$ cat config.mk
export PLATFORM = sky130hd
export DESIGN_NAME = imm_gen_unit_flat
export DESIGN_NICKNAME = d
export VERILOG_FILES = /design/src/rtl/core_pkg.sv /design/src/rtl/imm_gen_unit_if.sv /design/src/rtl/imm_gen_unit_decode.sv /design/src/rtl/imm_gen_unit.sv /design/src/flat_wrapper.sv
export SDC_FILE = /design/constraint.sdc
export NUM_CORES = 1
export LEC_CHECK = 0
export BUFFER_PORTS_ARGS = -buffer_cell sky130_fd_sc_hd__buf_4
export CAP_MARGIN = 20
export CORE_MARGIN = 2
export CORE_UTILIZATION = 40
export CTS_CLUSTER_DIAMETER = 100
export DETAILED_ROUTE_END_ITERATION = 6
export PLACE_DENSITY = 0.7
export SYNTH_ARGS = -nofsm -noshare
export SYNTH_HDL_FRONTEND = slang
export SYNTH_HIERARCHICAL = 1
export SYNTH_SLANG_ARGS = --single-unit
$ cat constraint.sdc
create_clock -name clk -period 9.1 [get_ports clk]
set_input_delay 1.82 -clock clk [delete_from_list [all_inputs] [get_ports clk]]
set_output_delay 1.82 -clock clk [all_outputs]
set_load 0.03 [all_outputs]
$ cat src/rtl/core_pkg.sv
// rtl/core_pkg.sv - shared selector and entry types for the immediate generator
package core_pkg;

  typedef enum logic [3:0] {
    ITYPE, LOGICAL, STYPE, BTYPE, UTYPE, JTYPE, ZIMM, SHAMT, CI, CJ, CB
  } imm_sel_e;

  localparam int XLEN_MAX = 64;

  // Sized for RV64 so one type serves both XLENs; RV32 uses the low half.
  typedef struct packed {
    logic [XLEN_MAX-1:0] imm;
    logic [XLEN_MAX-1:0] target;
    logic                illegal;
  } imm_entry_t;

endpackage

$ cat src/rtl/imm_gen_unit_if.sv
// rtl/imm_gen_unit_if.sv - input/output handshake bundle of the immediate generator
interface imm_gen_unit_if #(
  parameter int DATA_WIDTH = 32
);
  import core_pkg::*;

  logic                  in_valid_i;
  logic                  in_ready_o;
  logic [31:0]           instruction_i;
  logic [DATA_WIDTH-1:0] pc_i;
  imm_sel_e              ImmSel_i;
  logic                  out_valid_o;
  logic                  out_ready_i;
  logic [DATA_WIDTH-1:0] immediate_o;
  logic [DATA_WIDTH-1:0] target_o;
  logic                  illegal_o;

  modport master (
    output in_valid_i, instruction_i, pc_i, ImmSel_i, out_ready_i,
    input  in_ready_o, out_valid_o, immediate_o, target_o, illegal_o
  );

  modport slave (
    input  in_valid_i, instruction_i, pc_i, ImmSel_i, out_ready_i,
    output in_ready_o, out_valid_o, immediate_o, target_o, illegal_o
  );

endinterface

$ cat src/rtl/imm_gen_unit_decode.sv
// rtl/imm_gen_unit_decode.sv - combinational immediate extraction for all formats
module imm_decode
  import core_pkg::*;
#(
  parameter int DATA_WIDTH = 32,
  parameter bit RVC_EN     = 1'b1
) (
  input  logic [31:0]           instruction_i,
  input  imm_sel_e              imm_sel_i,
  output logic [DATA_WIDTH-1:0] imm_o,
  output logic                  illegal_o
);

  logic [31:0] inst;
  assign inst = instruction_i;

  // Signed casts sign-extend to XLEN; unsigned casts zero-extend.
  always_comb begin
    imm_o     = '0;
    illegal_o = 1'b0;
    case (imm_sel_i)
      ITYPE:   imm_o = DATA_WIDTH'($signed(inst[31:20]));
      LOGICAL: imm_o = DATA_WIDTH'(inst[31:20]);
      STYPE:   imm_o = DATA_WIDTH'($signed({inst[31:25], inst[11:7]}));
      BTYPE:   imm_o = DATA_WIDTH'($signed({inst[31], inst[7], inst[30:25], inst[11:8], 1'b0}));
      UTYPE:   imm_o = DATA_WIDTH'($signed({inst[31:12], 12'b0}));
      JTYPE:   imm_o = DATA_WIDTH'($signed({inst[31], inst[19:12], inst[20], inst[30:21], 1'b0}));
      ZIMM:    imm_o = DATA_WIDTH'(inst[19:15]);
      SHAMT: begin
        if (DATA_WIDTH == 64) imm_o = DATA_WIDTH'(inst[25:20]);
        else                  imm_o = DATA_WIDTH'(inst[24:20]);
      end
      CI: begin
        if (RVC_EN) imm_o = DATA_WIDTH'($signed({inst[12], inst[6:2]}));
        else        illegal_o = 1'b1;
      end
      CJ: begin
        if (RVC_EN) imm_o = DATA_WIDTH'($signed({inst[12], inst[8], inst[10:9], inst[6],
                                                 inst[7], inst[2], inst[11], inst[5:3], 1'b0}));
        else        illegal_o = 1'b1;
      end
      CB: begin
        if (RVC_EN) imm_o = DATA_WIDTH'($signed({inst[12], inst[6:5], inst[2],
                                                 inst[11:10], inst[4:3], 1'b0}));
        else        illegal_o = 1'b1;
      end
      default: illegal_o = 1'b1;
    endcase
  end

endmodule

$ cat src/rtl/imm_gen_unit.sv
// rtl/imm_gen_unit.sv - registered immediate generator with PC-relative target and skid buffer
module imm_gen_unit
  import core_pkg::*;
#(
  parameter int DATA_WIDTH = 32,
  parameter bit RVC_EN     = 1'b1
) (
  input  logic           clk,
  input  logic           rst,
  input  logic           flush_i,
  imm_gen_unit_if.slave  bus
);

  logic [DATA_WIDTH-1:0] dec_imm;
  logic [DATA_WIDTH-1:0] dec_target;
  logic                  dec_illegal;

  imm_decode #(
    .DATA_WIDTH (DATA_WIDTH),
    .RVC_EN     (RVC_EN)
  ) u_decode (
    .instruction_i (bus.instruction_i),
    .imm_sel_i     (bus.ImmSel_i),
    .imm_o         (dec_imm),
    .illegal_o     (dec_illegal)
  );

  // Illegal selectors yield imm 0, so the target falls back to the PC.
  assign dec_target = bus.pc_i + dec_imm;

  imm_entry_t in_entry;
  imm_entry_t or_q, or_d, sk_q, sk_d;
  logic       or_vld_q, or_vld_d, sk_vld_q, sk_vld_d;
  logic       accept, drain;

  always_comb begin
    in_entry         = '0;
    in_entry.imm     = XLEN_MAX'(dec_imm);
    in_entry.target  = XLEN_MAX'(dec_target);
    in_entry.illegal = dec_illegal;
  end

  assign accept = bus.in_valid_i && !sk_vld_q;
  assign drain  = or_vld_q && bus.out_ready_i;

  always_comb begin
    or_d     = or_q;
    sk_d     = sk_q;
    or_vld_d = or_vld_q;
    sk_vld_d = sk_vld_q;
    if (flush_i) begin
      or_vld_d = 1'b0;
      sk_vld_d = 1'b0;
    end else if (!or_vld_q || drain) begin
      if (sk_vld_q) begin
        or_d     = sk_q;
        or_vld_d = 1'b1;
        sk_vld_d = accept;
        if (accept) sk_d = in_entry;
      end else begin
        or_vld_d = accept;
        if (accept) or_d = in_entry;
      end
    end else if (accept) begin
      sk_d     = in_entry;
      sk_vld_d = 1'b1;
    end
  end

  always_ff @(posedge clk) begin
    if (rst) begin
      or_vld_q <= 1'b0;
      sk_vld_q <= 1'b0;
      or_q     <= '0;
      sk_q     <= '0;
    end else begin
      or_vld_q <= or_vld_d;
      sk_vld_q <= sk_vld_d;
      or_q     <= or_d;
      sk_q     <= sk_d;
    end
  end

  assign bus.in_ready_o  = !sk_vld_q;
  assign bus.out_valid_o = or_vld_q;
  assign bus.immediate_o = or_q.imm[DATA_WIDTH-1:0];
  assign bus.target_o    = or_q.target[DATA_WIDTH-1:0];
  assign bus.illegal_o   = or_q.illegal;

  if (DATA_WIDTH < XLEN_MAX) begin : g_narrow
    logic unused_hi;
    assign unused_hi = ^{or_q.imm[XLEN_MAX-1:DATA_WIDTH], or_q.target[XLEN_MAX-1:DATA_WIDTH]};
  end

endmodule
$ cat src/flat_wrapper.sv
// flat-port wrapper written by rule: the top's interface ports become plain ports
module imm_gen_unit_flat import core_pkg::*;
#(
  parameter int DATA_WIDTH = 32,
  parameter bit RVC_EN     = 1'b1
)
  (clk, rst, flush_i, bus_in_valid_i, bus_instruction_i, bus_pc_i, bus_ImmSel_i, bus_out_ready_i, bus_in_ready_o, bus_out_valid_o, bus_immediate_o, bus_target_o, bus_illegal_o);
  imm_gen_unit_if #(.DATA_WIDTH(DATA_WIDTH)) bus_i ();
  input  logic clk;
  input  logic rst;
  input  logic flush_i;
  input wire logic [$bits(bus_i.in_valid_i)-1:0] bus_in_valid_i;
  input wire logic [$bits(bus_i.instruction_i)-1:0] bus_instruction_i;
  input wire logic [$bits(bus_i.pc_i)-1:0] bus_pc_i;
  input wire logic [$bits(bus_i.ImmSel_i)-1:0] bus_ImmSel_i;
  input wire logic [$bits(bus_i.out_ready_i)-1:0] bus_out_ready_i;
  output wire logic [$bits(bus_i.in_ready_o)-1:0] bus_in_ready_o;
  output wire logic [$bits(bus_i.out_valid_o)-1:0] bus_out_valid_o;
  output wire logic [$bits(bus_i.immediate_o)-1:0] bus_immediate_o;
  output wire logic [$bits(bus_i.target_o)-1:0] bus_target_o;
  output wire logic [$bits(bus_i.illegal_o)-1:0] bus_illegal_o;
  assign bus_i.in_valid_i = bus_in_valid_i;
  assign bus_i.instruction_i = bus_instruction_i;
  assign bus_i.pc_i = bus_pc_i;
  assign bus_i.ImmSel_i = bus_ImmSel_i;
  assign bus_i.out_ready_i = bus_out_ready_i;
  assign bus_in_ready_o = bus_i.in_ready_o;
  assign bus_out_valid_o = bus_i.out_valid_o;
  assign bus_immediate_o = bus_i.immediate_o;
  assign bus_target_o = bus_i.target_o;
  assign bus_illegal_o = bus_i.illegal_o;
  imm_gen_unit #(.DATA_WIDTH(DATA_WIDTH), .RVC_EN(RVC_EN)) u_core (.clk(clk), .rst(rst), .flush_i(flush_i), .bus(bus_i));
endmodule
==> metrics.yaml <==
outcome:
  outcome: "completed"
drt:
  viasPerCell: 5.55
  wl_per_cell_um: 17.0
  post-route-drc-count: 0
  vias: 7653
  ant_nets: 0
  drtPass1Iterations: 5
  drtIter0Drc: 508
  drt-total-wl_um: 23400
layout:
  multi_input_area_mm2: 0.00490
  final_cells: 1379
  final_nets: 1206
  seqCellArea_mm2: 0.00264
  layout_commonest_cell: "nand2_1"
  final_area_mm2: 0.00965
  layout_common_cells: "nand2_1 (170), buf_4 (144), dfxtp_1 (131)"
  insertedDiodeCount: 0
  final_layout_size_suffix_gt1_share_pct: 18.3
  fin_util_pct: 49.6
  syn2layout_area_growth_pct: 21.4
  fillers: 1903
global_routing:
  grt_max_degree: 76
  antenna_found_initial: 0
  grt.total_usage_pct: 22.0
  grt-ovfl-total: 0
  grt_pass1_vias: 7135
  grt_pass1_wl_um: 37400
critical_path:
  cp-start-kind: "input pin"
  crit_family: "compound AO/OA/AOI/OAI gates"
  cp_data_arrival_time_ps: 5390
  worstPathCellList: "buf_4 > nor2b_1 > o2bb2ai_1 > a22o_1 > ha_1 > a211oi_1 > o21ai_1 > and2_1 > o31ai_1 > a21oi_1 > o21bai_2 > nor3_1 > o41ai_1"
  cp_slowest_cell: "nor2b_1"
  crit_type: "input pin to flop"
  critPathMaxStageDelay_ps: 780
  cp_max_fo: 19
  endpoint_kind: "flop"
  cp_num_buf_inv: 1
  critPathRequiredTime_ps: 9410
cts:
  clock-root-buffer: "clkbuf_16"
  cts_sinks: 132
  cts_tree: "yes"
  cts_hold_buf: 0
  clk_pin_slew_ps: 60
  cts_buffer_depth: 2
  cts_resized: 0
  cts_max_level: 4
  post_cts_buffers: 0
  clock_latency_ps: 420
  cts_made_buffers: 17
yosys:
  yosysUniqueCellTypes: 81
  syn-cell-area_mm2: 0.00795
  ys_ff_latch: 132
  ys_warn_count: 6
  synth_edf_count: 0
  post_synth.cell_area_avg_um2: 7.85
  synthArstFlopShare_pct: 0
  synth_flop_cell: "dfxtp_1"
  synthesis.nets: 1118
  yosys.area_share.simple_pct: 20.5
  yosys-mux-area-fraction_pct: 6.33
  synth_compound_area_share_pct: 27.1
  yosys.area_share.xor_xnor_pct: 2.42
  syn_inst: 1013
  synthAdderAreaFrac_pct: 5.13
  synth_top_family_by_area: "compound AO/OA/AOI/OAI gates"
  seq_area_frac_synth_pct: 33.2
floorplan:
  boundaryPins: 140
  initial_core_util_pct: 40.8
  placementRows: 51
  die_w_um: 145
  die_y_um: 145
  die_area_mm2: 0.0210
  core_mm2: 0.0195
sta:
  final.min_clock_period_ps: 5080
  fin_skew_ps: 5.55
  rsz0062_at_grt: "no"
  relSlewSlack_pct: 36.7
  finalHoldViolCount: 0
  setup_viol: 0
  fmax_mhz: 197
  slew_viol_final: 0
  tns_ps: 0
  worstMarginPinSlew_ps: 949
  timing.final.crit_share_pct: 55.9
placement:
  place.gp.congestion: 0.874
  dp.cells: 1347
  io_buffers: 137
  place_area_mm2: 0.00904
  dp_hpwl_um: 16500
min_path:
  min_path_type: "flop to flop"
pwr:
  power.static_leakage_nw: 3.95
  pwr_density_cell_mw_per_mm2: 181
  power_mw: 1.75
  ir_drop_uv: 136
run:
  cap_violations: 0
final timing paths:
kind | start | endpoint | slack (ps) | cells after the start
worst min register to register | u_core/sk_q[4] | u_core/sk_q[4] | 450 | 2
worst max-delay path | bus_ImmSel_i[0] | u_core/bus.target_o[31] | 4020 | 13
worst min-delay path | u_core/sk_q[4] | u_core/sk_q[4] | 450 | 2
worst max register to register | u_core/sk_vld_q | u_core/sk_q[27] | 6430 | 7
per-stage QoR:
stage                     hold WS [ps]  setup slack, ps
after global routing               471             3730
after CTS                          454             4070
final                              453             4020
after global placement             441             3760
after detailed placement           446             3710
after floorplan                    436             4320
state kept, by name, summed over array words and instances (netlist names):
register,flops
u_core/bus.immediate_o,32
u_core/sk_vld_q,1
u_core/bus.illegal_o,1
u_core/bus.out_valid_o,1
u_core/bus.target_o,32
u_core/sk_q,65
kinds of logic after synthesis:
logic type,Yosys count
xor+xnor,22
compound gates,324
simple gates,357
fa+ha+maj,32
mux,50
buf+inv,96
flops,132
routing by layer:
metal	up-vias	GRT usage (%)	share of wire [%]
met2	246	35.4	47
met3	27	3.99	6.1
met1	3556	29.6	45
met4	0	7.52	1.9
li1	3824	-	-
met5	-	0	0
layout make-up:
class | instances | area share, %
flip-flops and latches | 132 | 27.4
clock inverters | 12 | 1.59
well taps | 265 | 3.44
clock buffers | 20 | 4.73
inverters | 21 | 0.830
repair buffers | 144 | 11.2
multi-input cells | 785 | 50.8
tightest hold or removal path: cells and delay by family, from the launching register on:
| kind | cells | cell delay (ps) |
|---|---|---|
| DFF | 1 | 310 |
| AOI/OAI and AO/OA | 1 | 50 |
| and+or+nand+nor | 1 | 50 |
cells in the mapped netlist, drive strengths merged, types with 13 or more instances:
cell      n  area (µm²)
nand3    25         125
nand2   170         638
nor2     87         327
o21ai    53         265
clkbuf   55         206
mux2i    48         480
a22oi    15         113
inv      20        75.1
o211ai   13         111
a21oi   113         584
nor3     13        65.1
dfxtp   132        2640
ha       31         388
xnor2    13         114
buf      20         128
a21o     18         135
a211oi   47         353
report_power, final:
part / switching, mW / internal, mW
logic: 0.263 / 0.161
clock network: 0.261 / 0.445
registers: 0.0128 / 0.602
total: 0.537 / 1.21
(Power assumes the default switching activity.)
